===== config.mk =====
export PLATFORM = sky130hd
export DESIGN_NAME = mem_burst_master_flat
export DESIGN_NICKNAME = d
export VERILOG_FILES = /design/src/rtl/mem_burst_master_pkg.sv /design/src/rtl/mem_burst_master_if.sv /design/src/rtl/mem_burst_master_addr_counter.sv /design/src/rtl/mem_burst_master.sv /design/src/flat_wrapper.sv
export SDC_FILE = /design/constraint.sdc
export NUM_CORES = 1
export LEC_CHECK = 0
export ABC_AREA = 1
export BUFFER_PORTS_ARGS = -buffer_cell sky130_fd_sc_hd__buf_2
export CAP_MARGIN = 20
export CORE_MARGIN = 2
export CORE_UTILIZATION = 44
export DETAILED_ROUTE_END_ITERATION = 16
export PLACE_DENSITY = 0.85
export SETUP_SLACK_MARGIN = 0.05
export SLEW_MARGIN = 40
export SYNTH_ARGS = -nofsm -noshare
export SYNTH_HDL_FRONTEND = slang
export SYNTH_SLANG_ARGS = --single-unit

===== constraint.sdc =====
create_clock -name clk -period 3.56 [get_ports clk]
set_input_delay 0.356 -clock clk [delete_from_list [all_inputs] [get_ports clk]]
set_output_delay 0.356 -clock clk [all_outputs]
set_load 0.05 [all_outputs]

===== src/rtl/mem_burst_master_pkg.sv =====
// ============================================================================
// mem_pkg : shared types and default widths for the burst master slice
// Rev 1.0
// ============================================================================
`default_nettype none

package mem_pkg;

  localparam int DEF_DATA_W = 32;
  localparam int DEF_ADDR_W = 3;
  localparam int DEF_LEN_W  = 3;

  typedef enum logic [1:0] {
    ST_IDLE  = 2'd0,
    ST_WRITE = 2'd1,
    ST_READ  = 2'd2,
    ST_DRAIN = 2'd3
  } state_e;

endpackage

`default_nettype wire


===== src/rtl/mem_burst_master_if.sv =====
// ============================================================================
// mem_burst_master_if : client request/beat channels plus memory port
// Rev 1.0
// ============================================================================
`default_nettype none

interface mem_burst_master_if
  import mem_pkg::*;
#(
  parameter int DATA_W = DEF_DATA_W,
  parameter int ADDR_W = DEF_ADDR_W,
  parameter int LEN_W  = DEF_LEN_W
) ();

  logic              req_valid;
  logic              req_ready;
  logic              req_write;
  logic [ADDR_W-1:0] req_addr;
  logic [LEN_W-1:0]  req_len;

  logic              wr_valid;
  logic              wr_ready;
  logic [DATA_W-1:0] wr_data;

  logic              rd_valid;
  logic              rd_ready;
  logic [DATA_W-1:0] rd_data;
  logic              rd_last;

  logic              done;

  logic              mem_we;
  logic [ADDR_W-1:0] mem_addr;
  logic [DATA_W-1:0] mem_wdata;
  logic [DATA_W-1:0] mem_rdata;

  modport master (
    input  req_valid, req_write, req_addr, req_len,
    output req_ready,
    input  wr_valid, wr_data,
    output wr_ready,
    output rd_valid, rd_data, rd_last,
    input  rd_ready,
    output done,
    output mem_we, mem_addr, mem_wdata,
    input  mem_rdata
  );

  modport slave (
    output req_valid, req_write, req_addr, req_len,
    input  req_ready,
    output wr_valid, wr_data,
    input  wr_ready,
    input  rd_valid, rd_data, rd_last,
    output rd_ready,
    input  done,
    input  mem_we, mem_addr, mem_wdata,
    output mem_rdata
  );

endinterface

`default_nettype wire


===== src/rtl/mem_burst_master_addr_counter.sv =====
// ============================================================================
// mem_addr_counter : loadable wrapping address plus beat down-counter
// Rev 1.0
// ============================================================================
`default_nettype none

module mem_addr_counter #(
  parameter int ADDR_W = 3,
  parameter int LEN_W  = 3
) (
  input  wire logic              clk,
  input  wire logic              rst_n,
  input  wire logic              load_i,
  input  wire logic [ADDR_W-1:0] addr_i,
  input  wire logic [LEN_W-1:0]  len_i,
  input  wire logic              step_i,
  output logic      [ADDR_W-1:0] addr_o,
  output logic                   last_o
);

  logic [ADDR_W-1:0] addr_q, addr_d;
  logic [LEN_W-1:0]  cnt_q, cnt_d;

  // Address wraps naturally at 2**ADDR_W; count reaching zero marks the final beat.
  always_comb begin
    addr_d = addr_q;
    cnt_d  = cnt_q;
    if (load_i) begin
      addr_d = addr_i;
      cnt_d  = len_i;
    end else if (step_i) begin
      addr_d = addr_q + 1'b1;
      cnt_d  = cnt_q - 1'b1;
    end
  end

  always_ff @(posedge clk or negedge rst_n) begin
    if (!rst_n) begin
      addr_q <= '0;
      cnt_q  <= '0;
    end else begin
      addr_q <= addr_d;
      cnt_q  <= cnt_d;
    end
  end

  assign addr_o = addr_q;
  assign last_o = (cnt_q == '0);

endmodule

`default_nettype wire


===== src/rtl/mem_burst_master.sv =====
// ============================================================================
// mem_burst_master : burst read/write initiator for a small async-read memory
// Rev 1.0
// ============================================================================
`default_nettype none

module mem_burst_master
  import mem_pkg::*;
#(
  parameter int DATA_W = DEF_DATA_W,
  parameter int ADDR_W = DEF_ADDR_W,
  parameter int LEN_W  = DEF_LEN_W
) (
  input wire logic           clk,
  input wire logic           rst_n,
  mem_burst_master_if.master bus
);

  state_e            state_q;
  logic              rd_valid_q;
  logic              rd_last_q;
  logic              done_q;
  logic [DATA_W-1:0] rd_data_q;

  logic              accept;
  logic              wr_beat;
  logic              rd_load;
  logic [ADDR_W-1:0] cur_addr;
  logic              cnt_last;

  assign accept  = (state_q == ST_IDLE)  && bus.req_valid;
  assign wr_beat = (state_q == ST_WRITE) && bus.wr_valid;
  // The output register refills whenever it is empty or its beat is being taken.
  assign rd_load = (state_q == ST_READ)  && (!rd_valid_q || bus.rd_ready);

  mem_addr_counter #(
    .ADDR_W (ADDR_W),
    .LEN_W  (LEN_W)
  ) u_addr_counter (
    .clk    (clk),
    .rst_n  (rst_n),
    .load_i (accept),
    .addr_i (bus.req_addr),
    .len_i  (bus.req_len),
    .step_i (wr_beat || rd_load),
    .addr_o (cur_addr),
    .last_o (cnt_last)
  );

  always_ff @(posedge clk or negedge rst_n) begin
    if (!rst_n) begin
      state_q    <= ST_IDLE;
      rd_valid_q <= 1'b0;
      rd_data_q  <= '0;
      rd_last_q  <= 1'b0;
      done_q     <= 1'b0;
    end else begin
      done_q <= 1'b0;
      case (state_q)
        ST_IDLE: begin
          if (bus.req_valid) begin
            state_q <= bus.req_write ? ST_WRITE : ST_READ;
          end
        end
        ST_WRITE: begin
          if (bus.wr_valid && cnt_last) begin
            done_q  <= 1'b1;
            state_q <= ST_IDLE;
          end
        end
        ST_READ: begin
          if (rd_load) begin
            rd_data_q  <= bus.mem_rdata;
            rd_valid_q <= 1'b1;
            rd_last_q  <= cnt_last;
            if (cnt_last) begin
              state_q <= ST_DRAIN;
            end
          end
        end
        ST_DRAIN: begin
          if (bus.rd_ready) begin
            rd_valid_q <= 1'b0;
            rd_last_q  <= 1'b0;
            done_q     <= 1'b1;
            state_q    <= ST_IDLE;
          end
        end
        default: state_q <= ST_IDLE;
      endcase
    end
  end

  assign bus.req_ready = (state_q == ST_IDLE);
  assign bus.wr_ready  = (state_q == ST_WRITE);
  assign bus.mem_we    = wr_beat;
  assign bus.mem_addr  = cur_addr;
  assign bus.mem_wdata = bus.wr_data;
  assign bus.rd_valid  = rd_valid_q;
  assign bus.rd_data   = rd_data_q;
  assign bus.rd_last   = rd_last_q;
  assign bus.done      = done_q;

endmodule

`default_nettype wire


===== src/flat_wrapper.sv =====
// flat-port wrapper written by rule: the top's interface ports become plain ports
module mem_burst_master_flat import mem_pkg::*;
#(
  parameter int DATA_W = DEF_DATA_W,
  parameter int ADDR_W = DEF_ADDR_W,
  parameter int LEN_W  = DEF_LEN_W
)
  (clk, rst_n, bus_req_valid, bus_req_write, bus_req_addr, bus_req_len, bus_req_ready, bus_wr_valid, bus_wr_data, bus_wr_ready, bus_rd_valid, bus_rd_data, bus_rd_last, bus_rd_ready, bus_done, bus_mem_we, bus_mem_addr, bus_mem_wdata, bus_mem_rdata);
  mem_burst_master_if #(.DATA_W(DATA_W), .ADDR_W(ADDR_W), .LEN_W(LEN_W)) bus_i ();
  input wire logic clk;
  input wire logic rst_n;
  input wire logic [$bits(bus_i.req_valid)-1:0] bus_req_valid;
  input wire logic [$bits(bus_i.req_write)-1:0] bus_req_write;
  input wire logic [$bits(bus_i.req_addr)-1:0] bus_req_addr;
  input wire logic [$bits(bus_i.req_len)-1:0] bus_req_len;
  output wire logic [$bits(bus_i.req_ready)-1:0] bus_req_ready;
  input wire logic [$bits(bus_i.wr_valid)-1:0] bus_wr_valid;
  input wire logic [$bits(bus_i.wr_data)-1:0] bus_wr_data;
  output wire logic [$bits(bus_i.wr_ready)-1:0] bus_wr_ready;
  output wire logic [$bits(bus_i.rd_valid)-1:0] bus_rd_valid;
  output wire logic [$bits(bus_i.rd_data)-1:0] bus_rd_data;
  output wire logic [$bits(bus_i.rd_last)-1:0] bus_rd_last;
  input wire logic [$bits(bus_i.rd_ready)-1:0] bus_rd_ready;
  output wire logic [$bits(bus_i.done)-1:0] bus_done;
  output wire logic [$bits(bus_i.mem_we)-1:0] bus_mem_we;
  output wire logic [$bits(bus_i.mem_addr)-1:0] bus_mem_addr;
  output wire logic [$bits(bus_i.mem_wdata)-1:0] bus_mem_wdata;
  input wire logic [$bits(bus_i.mem_rdata)-1:0] bus_mem_rdata;
  assign bus_i.req_valid = bus_req_valid;
  assign bus_i.req_write = bus_req_write;
  assign bus_i.req_addr = bus_req_addr;
  assign bus_i.req_len = bus_req_len;
  assign bus_req_ready = bus_i.req_ready;
  assign bus_i.wr_valid = bus_wr_valid;
  assign bus_i.wr_data = bus_wr_data;
  assign bus_wr_ready = bus_i.wr_ready;
  assign bus_rd_valid = bus_i.rd_valid;
  assign bus_rd_data = bus_i.rd_data;
  assign bus_rd_last = bus_i.rd_last;
  assign bus_i.rd_ready = bus_rd_ready;
  assign bus_done = bus_i.done;
  assign bus_mem_we = bus_i.mem_we;
  assign bus_mem_addr = bus_i.mem_addr;
  assign bus_mem_wdata = bus_i.mem_wdata;
  assign bus_i.mem_rdata = bus_mem_rdata;
  mem_burst_master #(.DATA_W(DATA_W), .ADDR_W(ADDR_W), .LEN_W(LEN_W)) u_core (.clk(clk), .rst_n(rst_n), .bus(bus_i));
endmodule

* Yosys cells after proc, flatten, opt, wreduce, memory -nomap -nowiden *
Index checks and enable logic that the tools add are counted.
W data, S select, Z words.

word-level totals
  register bits = 43
  latch bits = 0
  memory bits (writable) = 0
  ROM bits = 0
  output and inout bits = 73
  logic and storage cells = 50
  memories = 0

cells by class
  add/subtract/negate cells = 2
  multiply operators = 0
  divide/modulo/power cells = 0
  order comparisons = 0
  equality and inequality tests = 8
  shift operators = 0
  mux-type cells = 19
  bitwise gates (word level) = 0
  reduce and logical (&&, ||, !) cells = 14

operators with widths
  cell                   number
  $mux W2                6
  $mux W3                4
  $pmux W2 S4            1
  $ne A2 B1 Y1 const B   3
  $pmux W1 S2            3
  $mux W1                5
  $reduce_and A5 Y1      1
  $eq A2 B2 Y1 const B   2
  $logic_and A1 B1 Y1    4
  $ne A2 B2 Y1 const B   2
  $reduce_bool A2 Y1     2
  $add A3 B1 Y3 const B  1
  $logic_not A3 Y1       1
  $reduce_and A3 Y1      1
  $sub A3 B1 Y3 const B  1
  $eq A2 B1 Y1 const B   1
  $logic_not A2 Y1       1
  $logic_or A1 B1 Y1     2
  $reduce_and A2 Y1      1
  $logic_not A1 Y1       1

* Longest topological paths before layout *
  word-level depth = 6
  gate-level depth with buffers = 9

* Cells and area by module *
From an unflattened synthesis, not the netlist that was laid out.

unflattened totals
  cell total of the unflattened synthesis = 260
  area, all modules = 2184.6 µm²

by module, submodules not included
  module            instances  cells an instance  area an instance (µm²)  seq. area each (µm²)
  mem_burst_master  1          212                1824.2                  925.9
  mem_addr_counter  1          48                 360.3                   150.1

* Worst setup path after synthesis *
OpenSTA, ideal clock, no wires.

  kind = reg2reg
  start = reg u_core.state_q[0]
  end = reg u_core.u_addr_counter.addr_q[0] (netlist: u_core.u_addr_counter.addr_o[0])
  arrival = 1555 ps
  slack = 1887 ps
  cell stages (with the launch flop) = 8
  path buffers = 1
  clock period less this slack = 1673 ps
  path through = dfrtp_1 > buf_2 > nor2_2 > nand2_1 > inv_1 > o21ai_0 > nand2_1 > nand2_1

between the ends
  elaborated cells on any way between the ends = 9
  those cells by class = eq/ne: 2; mux: 1; reduce/logical: 6

RTL lines
  item                                                  RTL line                             text
  start, declared                                       mem_burst_master.sv:19               state_e state_q;
  start signal, assigned                                mem_burst_master.sv:62               state_q <= bus.req_write ? ST_WRITE : ST_READ;
  $logic_not A2 Y1 *                                    --
  net bus_req_ready                                     flat_wrapper.sv:16                   output wire logic [$bits(bus_i.req_ready)-1:0] bus_req_ready;
  $logic_and A1 B1 Y1 *                                 mem_burst_master.sv:31               assign accept = (state_q == ST_IDLE) && bus.req_valid;
  $mux W3 / $reduce_bool A2 Y1 (equally long branches)  --
  end signal, assigned                                  mem_burst_master_addr_counter.sv:42  addr_q <= addr_d;
  end, declared                                         mem_burst_master_addr_counter.sv:21  logic [ADDR_W-1:0] addr_q, addr_d;

Mark *: on every way through the listed nets, which the timed path passes. The rest lies on a longest branch.
A chain may end at the register's enable or synchronous reset.

* Final worst setup path *
  start = reg u_core.state_q[0]
  end = reg u_core.u_addr_counter.addr_q[0] (netlist: u_core.u_addr_counter.addr_o[0])

between the ends
  word-level cells in the longest chain between the ends = 4
  elaborated cells on any way between the ends = 9
  those cells by class = eq/ne: 2; mux: 1; reduce/logical: 6

RTL lines
  item                                                 RTL line                                        text
  $eq A2 B1 Y1 / $eq A2 B2 Y1 (equally long branches)  mem_burst_master.sv:32, mem_burst_master.sv:34
  $logic_and A1 B1 Y1, on equally long branches        mem_burst_master.sv:32, mem_burst_master.sv:34
  $logic_or A1 B1 Y1                                   mem_burst_master.sv:45                          .step_i (wr_beat || rd_load),
  $reduce_bool A2 Y1 (no line)                         --

Several ways; a longest one is shown, not always the timed one.

==> run_results.csv <==
group,metric,value,unit
route,drt_iter0_markers,57,
logic_synthesis,synth_top_area_frac,0.5000,
logic_synthesis,synth_cells,269,
critical_path,worstSetupPathType,"reg -> reg",
clocking,cts_buffers,5,
route,dr.pass1.iters,4,
timing,setup_viol,0,
critical_path,crit-reg2reg-launch,"u_core.state_q[0]$_DFFE_PN0P_",
placed_design,dp_hpwl,3.164,mm
run_status,status,"complete, no violations",
clocking,clock-sinks,43,
critical_path,cp-start-kind,"register",
logic_synthesis,yosys_warnings,0,
placed_design,dpl-instance-area,0.002357,mm²
timing,clock_skew,0.008157,ns
placed_design,gp_congestion,0.8492,
clocking,h-tree-depth,2,
timing,post-route-period-util,0.6068,
route,via_per_inst,4.442,
die,die_w,73.94,µm
power_and_ir_drop,power.density,1166,mW/mm²
timing,finalHoldViolations,0,
timing,grt_setup_unrepaired,"false",
logic_synthesis,synth_ff_type,"dfrtp_1",
route,avgRoutedWirePerCell,10.93,µm
clocking,post-cts-setup-buffers,0,
logic_synthesis,ys_ff_latch,43,
clocking,cts_buffer_depth,2,
finish,nets,400,
logic_synthesis,synth_area_leaders,"dfrtp_1 (50%), nand2_1 (25%), buf_4 (12%)",
logic_synthesis,async_reset_ff_frac,1.000,
critical_path,critPathMaxFanout,36,
die,dieArea,0.005466,mm²
logic_synthesis,yosys-top-cells-count,"nand2_1 (143), dfrtp_1 (43), buf_4 (35)",
grt,grt_pass1_vias,1565,
clocking,cts_resized,0,
finish,area_growth,15.00,%
clocking,clock_latency,0.29,ns
finish,drive_gt1_frac,0.3106,
timing,fin_crit,2.160,ns
die,row_count,25,
route,postRouteAntennaNets,0,
route,drc_errors,0,
worst_hold_path,hp-class,"in -> async",
timing,holdWs,0.04166,ns
critical_path,cp.arrival,2.40,ns
clocking,clk_pin_slew_worst_paths,0.08,ns
grt,grt_max_degree,44,
logic_synthesis,syn_area,0.002152,mm²
critical_path,critPathRequiredTime,3.80,ns
logic_synthesis,ys_types,19,
critical_path,end_kind,"register",
logic_synthesis,synth_edf_count,0,
finish,layoutNonFillerInstCount,389,
timing,maxSlewViolCount,0,
route,drt_wl_total,4.252,mm
clocking,clock_tree.root_cell,"clkbuf_8",
critical_path,critPathLaunch,"u_core.state_q[0]$_DFFE_PN0P_",
logic_synthesis,synth_top_cell_by_area,"dfrtp_1",
route,vias,1728,
logic_synthesis,yosysSeqAreaShare,0.5000,
die,ios,149,
die,start_util,0.4556,
clocking,ctsHoldBuffers,0,
die,coreArea,0.004723,mm²
grt,grt-ovfl-total,0,
grt,grt_pass1_wl,6.555,mm
power_and_ir_drop,p_leak,0.001488,µW
placed_design,dp_cells,381,
logic_synthesis,yosysMostFrequentCell,"nand2_1",
timing,slew_headroom,0.4838,
critical_path,ff2ff_setup_slack,1.40,ns
timing,max_clock_freq,463.0,MHz
job,max-cap-violations,0,
die,die_h,73.94,µm
placed_design,portBuffers,84,
timing,finalSetupTns,0,ns
timing,worst-slew-pin-transition,0.7724,ns
finish,finalCoreUtilization,0.5240,
grt,grt_util_all_layers,0.1571,
logic_synthesis,postSynthAreaPerCell,8.000,µm²
clocking,cts_tree,"yes",
finish,antennaDiodeCount,0,
logic_synthesis,synth_nets,348,
grt,antenna_found_initial,0,
power_and_ir_drop,vdd_drop_max,0.4818,mV
finish,final_design_area_no_fill,0.002475,mm²
metrics by stage:
step,setup WS (ns),power (µW)
floorplan,1.887,2254
global placement,1.441,2472
detailed placement,1.363,2527
CTS,1.345,2919
global route,1.167,3083
finish,1.400,2885
cell type report:
cell class	instances	area [µm²]
clock inverter	2	35.03
timing repair buffer	84	422.9
multi-input combinational	172	718.2
fill	462	2248
inverter	15	56.30
sequential	43	1076
clock buffer	6	82.58
tap	67	83.83
critical path, stage by stage, from the launching register on:
cell	delay [ns]
dfrtp_1	0.47
inv_1	0.10
nand2_2	0.08
nor2_4	0.62
inv_2	0.45
nand2_2	0.24
nand2_1	0.08
nand2_1	0.06
logic make-up (layout without fill, tap and decap cells):
group | Yosys count | in the layout | share of synthesized area
adders and majority gates | 3 | 3 | 0.01744
AOI/OAI and AO/OA | 7 | 7 | 0.01627
buffers and inverters | 54 | 107 | 0.1663
and+or+nand+nor | 162 | 162 | 0.3000
DFF | 43 | 43 | 0.5000
sequential cells by signal (all words and copies together), names as in the netlist:
| signal | cells |
|---|---|
| u_core.bus.rd_valid | 1 |
| u_core.bus.rd_data | 32 |
| u_core.u_addr_counter.addr_o | 3 |
| u_core.bus.rd_last | 1 |
| u_core.u_addr_counter.cnt_q | 3 |
| u_core.state_q | 2 |
| u_core.bus.done | 1 |
where the power goes:
group	leakage [µW]	switching [µW]	total, µW	internal (µW)
sequential	0.000530	149	874	725
combinational	0.000897	1250	1620	376
clock	0.0000612	160	387	227
total	0.00149	1560	2880	1330
final timing paths:
check                      depth (start not counted)                                     endpoint
setup reg to reg                                   7  u_core.u_addr_counter.addr_o[0]$_DFFE_PN0P_
hold / removal                                     1                    u_core.bus.done$_DFF_PN0_
min in group clk                                   3           u_core.bus.rd_data[22]$_DFFE_PN0P_
setup / recovery                                   7  u_core.u_addr_counter.addr_o[0]$_DFFE_PN0P_
hold reg to reg                                    2            u_core.bus.rd_data[5]$_DFFE_PN0P_
max in group asynchronous                          1           u_core.bus.rd_data[12]$_DFFE_PN0P_
routing by layer:
layer  wire length, µm  global-route usage  vias up
li1                  -                   -      880
met1              1895              0.1764      757
met2              1984              0.2708       75
met3               282             0.05556       16
met5                 0                   0        -
met4                91             0.06667        0
layout by cell type (no fill, tap or decap):
cell       Yosys  routed
nand2_1      143     143
buf_2          1      83
dfrtp_1       43      43
inv_1         14      14
clkbuf_8       0       6
nand3_1        5       5
o21ai_0        5       5
nor2_1         4       4
ha_1           3       3
nor2_2         2       2
nand2_2        2       2
nand4_1        2       2
or2_2          2       2
nand3b_1       1       1
nor2_4         1       1
inv_2          1       1
o21ai_1        1       1
a21oi_1        1       1
clkinv_2       0       1
bufinv_16      0       1
buf_4         35       1
No activity file was read; power rests on OpenSTA's default activity.
